`src/rtl/pipe_ctrl_pkg.sv`:
```
// Shared definitions for the pipeline control unit.
//   - stall-vector bit indices and the three legal stall patterns
//   - FSM state encoding
//   - reset-level / zero-word constants used across the core
package pipe_ctrl_pkg;

    localparam logic        RstEnable = 1'b1;
    localparam logic [31:0] ZeroWord  = 32'h0000_0000;

    localparam int STALL_W   = 6;
    localparam int ST_PC     = 0;
    localparam int ST_IF_ID  = 1;
    localparam int ST_ID_EX  = 2;
    localparam int ST_EX_MEM = 3;
    localparam int ST_MEM_WB = 4;
    localparam int ST_WB     = 5;

    localparam logic [STALL_W-1:0] STALL_NONE = 6'b000000;
    localparam logic [STALL_W-1:0] STALL_ID   = 6'b000111;
    localparam logic [STALL_W-1:0] STALL_EX   = 6'b001111;

    typedef enum logic [1:0] {
        IDLE    = 2'd0,
        MC_BUSY = 2'd1,
        FLUSH   = 2'd2
    } pc_state_e;

endpackage

```
`src/rtl/pipe_ctrl_if.sv`:
```
// Bundle between the pipeline stages and pipe_ctrl.
//   requests : stallreq_id, stallreq_ex, ex_mc_start, ex_mc_len, flush_req, flush_pc
//   controls : stall[5:0], flush, new_pc, mc_busy, mc_done, stall_cycles
// master = pipeline side (drives requests), slave = pipe_ctrl.
interface pipe_ctrl_if
    import pipe_ctrl_pkg::*;
#(
    parameter int PC_W     = 32,
    parameter int MC_LEN_W = 6,
    parameter int PERF_W   = 32
);
    logic                stallreq_id;
    logic                stallreq_ex;
    logic                ex_mc_start;
    logic [MC_LEN_W-1:0] ex_mc_len;
    logic                flush_req;
    logic [PC_W-1:0]     flush_pc;

    logic [STALL_W-1:0]  stall;
    logic                flush;
    logic [PC_W-1:0]     new_pc;
    logic                mc_busy;
    logic                mc_done;
    logic [PERF_W-1:0]   stall_cycles;

    modport master (
        output stallreq_id, stallreq_ex, ex_mc_start, ex_mc_len, flush_req, flush_pc,
        input  stall, flush, new_pc, mc_busy, mc_done, stall_cycles
    );

    modport slave (
        input  stallreq_id, stallreq_ex, ex_mc_start, ex_mc_len, flush_req, flush_pc,
        output stall, flush, new_pc, mc_busy, mc_done, stall_cycles
    );

endinterface

```
`src/rtl/pipe_mc_counter.sv`:
```
// Loadable down-counter for multi-cycle EX sequencing.
//   clk, rst  : clock, synchronous active-high reset
//   clr       : force count to zero (highest priority after reset)
//   load      : load load_val
//   dec       : decrement, stops at zero
//   cnt, zero : current count and zero flag
module pipe_mc_counter
    import pipe_ctrl_pkg::*;
#(
    parameter int W = 6
) (
    input  logic         clk,
    input  logic         rst,
    input  logic         clr,
    input  logic         load,
    input  logic [W-1:0] load_val,
    input  logic         dec,
    output logic [W-1:0] cnt,
    output logic         zero
);

    always_ff @(posedge clk) begin
        if (rst == RstEnable)      cnt <= '0;
        else if (clr)              cnt <= '0;
        else if (load)             cnt <= load_val;
        else if (dec && cnt != '0) cnt <= cnt - W'(1);
    end

    assign zero = (cnt == '0);

endmodule

```
`src/rtl/pipe_ctrl.sv`:
```
// Pipeline control unit: merges ID/EX stall requests, sequences multi-cycle
// EX ops, and issues a one-cycle-per-request flush with redirect PC.
//   clk, rst : clock, synchronous active-high reset
//   bus      : pipe_ctrl_if.slave (requests in, stall/flush/new_pc/mc_busy/
//              mc_done/stall_cycles out)
module pipe_ctrl
    import pipe_ctrl_pkg::*;
#(
    parameter int PC_W     = 32,
    parameter int MC_LEN_W = 6,
    parameter int PERF_W   = 32
) (
    input  logic        clk,
    input  logic        rst,
    pipe_ctrl_if.slave  bus
);

    pc_state_e           state, state_nxt;
    logic [MC_LEN_W-1:0] cnt;
    logic                cnt_zero;
    logic                mc_go;
    logic                ex_stall;
    logic [STALL_W-1:0]  stall;
    logic                mc_busy, mc_done, flush;
    logic [PC_W-1:0]     new_pc;
    logic [PERF_W-1:0]   stall_cycles;

    // A length of 0 or 1 is a single-cycle op and never enters MC_BUSY.
    assign mc_go = bus.ex_mc_start && (bus.ex_mc_len >= MC_LEN_W'(2));

    // Count holds the MC_BUSY cycles still to go before the done cycle;
    // the start cycle and the done cycle are not counted.
    pipe_mc_counter #(.W(MC_LEN_W)) u_mc_cnt (
        .clk      (clk),
        .rst      (rst),
        .clr      (bus.flush_req),
        .load     (state == IDLE && mc_go),
        .load_val (bus.ex_mc_len - MC_LEN_W'(2)),
        .dec      (state == MC_BUSY),
        .cnt      (cnt),
        .zero     (cnt_zero)
    );

    always_ff @(posedge clk) begin
        if (rst == RstEnable) state <= IDLE;
        else                  state <= state_nxt;
    end

    always_comb begin
        state_nxt = state;
        if (bus.flush_req) begin
            state_nxt = FLUSH;
        end else begin
            unique case (state)
                IDLE:    if (mc_go)    state_nxt = MC_BUSY;
                MC_BUSY: if (cnt_zero) state_nxt = IDLE;
                FLUSH:                 state_nxt = IDLE;
                default:               state_nxt = IDLE;
            endcase
        end
    end

    always_comb begin
        mc_busy  = (state == MC_BUSY);
        mc_done  = (state == MC_BUSY) && cnt_zero;
        flush    = (state == FLUSH);
        ex_stall = bus.stallreq_ex
                 | ((state == IDLE) & mc_go)
                 | ((state == MC_BUSY) & ~cnt_zero);
        if (state == FLUSH)       stall = STALL_NONE;
        else if (ex_stall)        stall = STALL_EX;
        else if (bus.stallreq_id) stall = STALL_ID;
        else                      stall = STALL_NONE;
    end

    // Redirect target is recaptured on every flush request so back-to-back
    // requests always present the latest handler address.
    always_ff @(posedge clk) begin
        if (rst == RstEnable)  new_pc <= PC_W'(ZeroWord);
        else if (bus.flush_req) new_pc <= bus.flush_pc;
    end

    // Saturating stall-cycle counter.
    always_ff @(posedge clk) begin
        if (rst == RstEnable)
            stall_cycles <= '0;
        else if (stall != STALL_NONE && stall_cycles != '1)
            stall_cycles <= stall_cycles + PERF_W'(1);
    end

    assign bus.stall        = stall;
    assign bus.flush        = flush;
    assign bus.new_pc       = new_pc;
    assign bus.mc_busy      = mc_busy;
    assign bus.mc_done      = mc_done;
    assign bus.stall_cycles = stall_cycles;

endmodule

```
`src/flat_wrapper.sv`:
```
// flat-port wrapper written by rule: the top's interface ports become plain ports
module pipe_ctrl_flat import pipe_ctrl_pkg::*;
#(
    parameter int PC_W     = 32,
    parameter int MC_LEN_W = 6,
    parameter int PERF_W   = 32
)
  (clk, rst, bus_stallreq_id, bus_stallreq_ex, bus_ex_mc_start, bus_ex_mc_len, bus_flush_req, bus_flush_pc, bus_stall, bus_flush, bus_new_pc, bus_mc_busy, bus_mc_done, bus_stall_cycles);
  pipe_ctrl_if #(.PC_W(PC_W), .MC_LEN_W(MC_LEN_W), .PERF_W(PERF_W)) bus_i ();
  input  logic clk;
  input  logic rst;
  input wire logic [$bits(bus_i.stallreq_id)-1:0] bus_stallreq_id;
  input wire logic [$bits(bus_i.stallreq_ex)-1:0] bus_stallreq_ex;
  input wire logic [$bits(bus_i.ex_mc_start)-1:0] bus_ex_mc_start;
  input wire logic [$bits(bus_i.ex_mc_len)-1:0] bus_ex_mc_len;
  input wire logic [$bits(bus_i.flush_req)-1:0] bus_flush_req;
  input wire logic [$bits(bus_i.flush_pc)-1:0] bus_flush_pc;
  output wire logic [$bits(bus_i.stall)-1:0] bus_stall;
  output wire logic [$bits(bus_i.flush)-1:0] bus_flush;
  output wire logic [$bits(bus_i.new_pc)-1:0] bus_new_pc;
  output wire logic [$bits(bus_i.mc_busy)-1:0] bus_mc_busy;
  output wire logic [$bits(bus_i.mc_done)-1:0] bus_mc_done;
  output wire logic [$bits(bus_i.stall_cycles)-1:0] bus_stall_cycles;
  assign bus_i.stallreq_id = bus_stallreq_id;
  assign bus_i.stallreq_ex = bus_stallreq_ex;
  assign bus_i.ex_mc_start = bus_ex_mc_start;
  assign bus_i.ex_mc_len = bus_ex_mc_len;
  assign bus_i.flush_req = bus_flush_req;
  assign bus_i.flush_pc = bus_flush_pc;
  assign bus_stall = bus_i.stall;
  assign bus_flush = bus_i.flush;
  assign bus_new_pc = bus_i.new_pc;
  assign bus_mc_busy = bus_i.mc_busy;
  assign bus_mc_done = bus_i.mc_done;
  assign bus_stall_cycles = bus_i.stall_cycles;
  pipe_ctrl #(.PC_W(PC_W), .MC_LEN_W(MC_LEN_W), .PERF_W(PERF_W)) u_core (.clk(clk), .rst(rst), .bus(bus_i));
endmodule
```
`config.mk`:
```
export PLATFORM = sky130hd
export DESIGN_NAME = pipe_ctrl_flat
export DESIGN_NICKNAME = d
export VERILOG_FILES = /design/src/rtl/pipe_ctrl_pkg.sv /design/src/rtl/pipe_ctrl_if.sv /design/src/rtl/pipe_mc_counter.sv /design/src/rtl/pipe_ctrl.sv /design/src/flat_wrapper.sv
export SDC_FILE = /design/constraint.sdc
export NUM_CORES = 1
export LEC_CHECK = 0
export ABC_CLOCK_PERIOD_IN_PS = 4250
export CORE_ASPECT_RATIO = 2
export CORE_UTILIZATION = 40
export CTS_CLUSTER_DIAMETER = 50
export DETAILED_ROUTE_END_ITERATION = 12
export PLACE_DENSITY = 0.71
export SLEW_MARGIN = 20
export SYNTH_ARGS = -nofsm -noshare
export SYNTH_HDL_FRONTEND = slang
export SYNTH_SLANG_ARGS = --single-unit
```
`constraint.sdc`:
```
create_clock -name clk -period 4.25 [get_ports clk]
set_input_delay 0.6375 -clock clk [delete_from_list [all_inputs] [get_ports clk]]
set_output_delay 0.6375 -clock clk [all_outputs]
set_load 0.05 [all_outputs]
```
# Word-level counts from Yosys, hierarchy flattened
# Cells that the tools add are included.
# word_totals
register_bits,72
input_bits,44
output_inout_bits,73
wordCells,43
# classes
n_addsub,3
n_lt_le_gt_ge,1
eq_ne,7
muxes,9
n_bitwise,5
reduce_logical,13
# ops
cell,n
adder 32 x 1 -> 32 bit (second input constant),1
inequality test 32 bit (second input constant),1
2-to-1 mux 6 bit,4
nonzero test 6 bit,2
>= comparator 6 x 2 -> 1 bit (second input constant),1
zero test 6 bit,1
2-to-1 mux 2 bit,3
inequality test 3 x 2 -> 1 bit (second input constant),2
subtractor 6 x 1 -> 6 bit (second input constant),1
subtractor 6 x 2 -> 6 bit (second input constant),1
logical AND 1 bit,5
inequality test 2 x 1 -> 1 bit (second input constant),2
one-hot mux 2 bit (2 select lines),1
AND reduction 2 bit,2
2-to-1 mux 3 bit,1
AND 1 bit,2
equality test 2 x 1 -> 1 bit (second input constant),1
equality test 2 bit (second input constant),1
zero test 2 bit,1
OR 1 bit,2
nonzero test 2 bit,1
OR reduction 2 bit,1
NOT 1 bit,1

# Logic depth before layout (Yosys ltp)
# logic_depth
ltp_word,9
ltp_mapped,8
ltp_nobuf,8

# Modules after synthesis
# Synthesis repeated with hierarchy kept, for this count alone.
# hier_totals
hier_cells,383
area_unflattened_um2,3417.0
# by_module_without_submodules
module,n_inst,cells_each,area_per_inst_um2,seq_area_each_um2
pipe_ctrl,1,341,3070.4,1321.3
pipe_mc_counter,1,42,346.6,120.1

# Worst setup path after synthesis
# Ideal clock, no wire load.
# synth_path
kind,input -> output
startpoint,input port bus_ex_mc_len[4]
endpoint,output port bus_stall[1]
arrival_time_ns,2.386
required_time_ns,3.612
setup_slack_ns,1.227
cell_stages,5
path_buffers,1
path_cell_list,or4_4 o21a_1 o31ai_4 inv_1 buf_4
# synth_via
elab_chain_len,7
# synth_rtl
element,line_no,source
start: declaration,flat_wrapper.sv:15,input wire logic [$bits(bus_i.ex_mc_len)-1:0] bus_ex_mc_len;
>= comparator 6 x 2 -> 1 bit,pipe_ctrl.sv:29,assign mc_go = bus.ex_mc_start && (bus.ex_mc_len >= MC_LEN_W'(2));
logical AND 1 bit,pipe_ctrl.sv:29,
AND 1 bit,pipe_ctrl.sv:68,| ((state == IDLE) & mc_go)
OR 1 bit,pipe_ctrl.sv:68,
OR 1 bit,pipe_ctrl.sv:69,| ((state == MC_BUSY) & ~cnt_zero);
2-to-1 mux 6 bit,pipe_ctrl.sv:71,else if (ex_stall) stall = STALL_EX;
2-to-1 mux 6 bit,pipe_ctrl.sv:70,if (state == FLUSH) stall = STALL_NONE;
end: declaration,flat_wrapper.sv:18,output wire logic [$bits(bus_i.stall)-1:0] bus_stall;
# No other way between the ends.

# Worst setup path in the final report
# layout_path
startpoint,input port bus_ex_mc_len[3]
endpoint,output port bus_stall[3]
# Same word-level chain as after synthesis.

==> impl_metrics.yaml <==
cells_and_area:
  stdcell_area_um2: 4960
  area_growth_pct: 41.3
  final_nets: 541
  stdcell_count: 599
  layout_commonest_cell: "clkdlybuf4s50_1"
  diodes: 0
  final_cell_mix: "clkdlybuf4s50_1 (109), dfxtp_1 (72), nor2_1 (55)"
  drive_gt1_frac: 0.0922
routing:
  drt_iter0_drc: 157
  route.vias.total: 3338
  viasPerCell: 5.57
  wirelength_um: 9560
  wl_per_cell_um: 16.0
  drt-pass1-iter-count: 4
  ant_nets: 0
  drc: 0
floorplanning:
  initial_core_util: 0.409
  fp.dieW_um: 68.2
  fp.coreArea_um2: 8590
  ios: 117
  rows: 48
  die_h_um: 134
  fp.dieArea_um2: 9170
sta:
  finalClockSkew_ps: 4.12
  fin_ws_ps: 719
  max_freq_mhz: 283
  worst_hold_slack_ps: 495
  final_max_slew_viol_count: 0
  finalHoldViolCount: 0
  finalCritPeriodShare: 0.831
  finalCriticalPeriod_ps: 3530
  maxSlewHeadroom: 0.359
  rsz0062_at_grt: "false"
  worst_pin_slew_ps: 961
  fin_setup_tns_ps: 0
  setup_viol: 0
logic_synthesis:
  synth_edf_count: 0
  async_flop_share: 0
  syn-cell-area_um2: 3510
  synthCells: 393
  synthFlopType: "dfxtp_1"
  ys_seq_area_frac: 0.411
  syn_avg_cell_area_um2: 8.93
  ys_types: 52
  ys_seq_elements: 72
  yosysWarnings: 0
critical_path:
  cp_num_cells: 6
  worstPathMaxFanout: 7
  cp.required_ps: 3610
  critical_path_class: "input pin to output port"
  r2r_cells: 8
  crit_buf_inv: 2
  cp_cell_sequence: "clkdlybuf4s50_1 > or4_4 > o21a_1 > nor3_1 > nor2_1 > clkdlybuf4s50_1"
  cpLargestDelayFamily: "buffers and inverters"
  cp_common_cell: "clkdlybuf4s50_1"
  cp-end-kind: "output port"
  crit_arrival_ps: 2890
  cp_slowest_cell: "clkdlybuf4s50_1"
  cp-start-kind: "input pin"
  slowest_delay_ps: 700
  ff2ff_setup_slack_ps: 1620
grt:
  grt_start_max_net_pins: 48
  use_met3: 0.0672
  use_met1: 0.230
  grt-ovfl-total: 0
  groute.usage.overall: 0.224
  grt_pass1_vias: 3207
  top_usage_layer: "met2"
  use_met2: 0.395
  grt_pass1_wl_um: 15400
  antenna_found_initial: 0
job:
  max_cap_viol_count: 0
placement:
  post-place-ws_ps: 738
  placed_area_um2: 4650
  numPortBuffers: 114
  gp_congestion: 0.880
  hpwl_um: 7040
  placed_cells: 583
clock_tree:
  h-tree-depth: 3
  clk_pin_slew_worst_paths_ps: 60
  ctsHoldBuffers: 0
  numCtsBuffers: 9
  cts.sinks: 72
  cts_root_buffer: "clkbuf_16"
  cts_tree: "yes"
  clkLatencyLatePin_ps: 330
  clockBufferDepth: 2
  postCtsSetupBuffers: 0
  post_cts_resized: 0
hold_path:
  hold_path_depth: 2
  hold_class: "flip-flop to flip-flop"
power_and_ir_drop:
  p_leak_nw: 1.86
  p_per_area_nw_per_um2: 356
  peakVddDrop_v: 0.000243
outcome:
  outcome: "finished clean"
==> layer usage <==
| layer | share of wire | wire, um |
|---|---|---|
| met4 | 0.035 | 331 |
| met3 | 0.052 | 493 |
| met5 | 0 | 0 |
| met2 | 0.54 | 5170 |
| met1 | 0.37 | 3560 |
==> registers in the layout, indices dropped and copies added, names as in the netlist <==
| register | flops |
|---|---|
| u_core.bus.new_pc | 32 |
| u_core.bus.stall_cycles | 32 |
| u_core.state | 2 |
| u_core.u_mc_cnt.cnt | 6 |
==> Yosys cell counts (8+ instances only) <==
| master | instances | area (um2) |
|---|---|---|
| dfxtp_1 | 72 | 1440 |
| nor2_1 | 55 | 206 |
| mux2i_1 | 32 | 320 |
| a21oi_1 | 18 | 90.1 |
| nand2_1 | 18 | 67.6 |
| nor2b_1 | 16 | 100 |
| o31ai_1 | 14 | 105 |
| or4_1 | 14 | 105 |
| clkbuf_1 | 13 | 48.8 |
| nand4_1 | 13 | 81.3 |
| mux2_2 | 12 | 135 |
| inv_1 | 9 | 33.8 |
| nand3_1 | 9 | 45.0 |
| and3_1 | 8 | 50.1 |
| nor3_1 | 8 | 40.0 |
==> worst paths after layout <==
path | from | endpoint
hold reg to reg | u_core.bus.new_pc[10] | u_core.bus.new_pc[10]
setup reg to reg | u_core.u_mc_cnt.cnt[0] | u_core.bus.stall_cycles[13]
setup / recovery | bus_ex_mc_len[3] | bus_stall[3]
hold / removal | u_core.bus.new_pc[10] | u_core.bus.new_pc[10]
==> cell families after synthesis <==
| family | after synthesis | synth area share |
|---|---|---|
| AND/OR/NAND/NOR | 170 | 0.264 |
| flip-flops | 72 | 0.411 |
| AO/OA/AOI/OAI | 59 | 0.118 |
| multiplexers | 45 | 0.133 |
| buffers and inverters | 37 | 0.0474 |
| XOR/XNOR | 6 | 0.0150 |
| adder cells (fa/ha/maj) | 3 | 0.0107 |
| other | 1 | 0.00107 |
==> power breakdown <==
part / switching [mW] / internal (mW) / total [mW]
Sequential: 0.0158 / 0.699 / 0.715
Combinational: 0.177 / 0.112 / 0.290
Clock: 0.300 / 0.460 / 0.760
Total: 0.493 / 1.27 / 1.77
==> through the flow <==
step,power (mW),utilization
5_1_grt,1.83,0.577
6_report,1.77,0.577
3_5_place_dp,1.02,0.542
2_1_floorplan,0.913,-
4_1_cts,1.79,0.577
3_3_place_gp,1.01,0.542
==> cell type report <==
class	instances	area (um2)
Fill cell	787	3630
Clock buffer	9	225
Clock inverter	7	77.6
Sequential cell	72	1440
Multi-Input combinational cell	285	1910
Inverter	9	33.8
Timing Repair Buffer	117	1150
Tap cell	100	125
==> worst reg2reg max path: stages (launching register included) <==
cell     delay (ps)
dfxtp_1         330
inv_1            70
ha_1            180
or4b_1          510
o21a_1          370
o31ai_4         330
buf_4           300
nor4b_1         110
mux2_1          310
(Power assumes the default switching activity.)
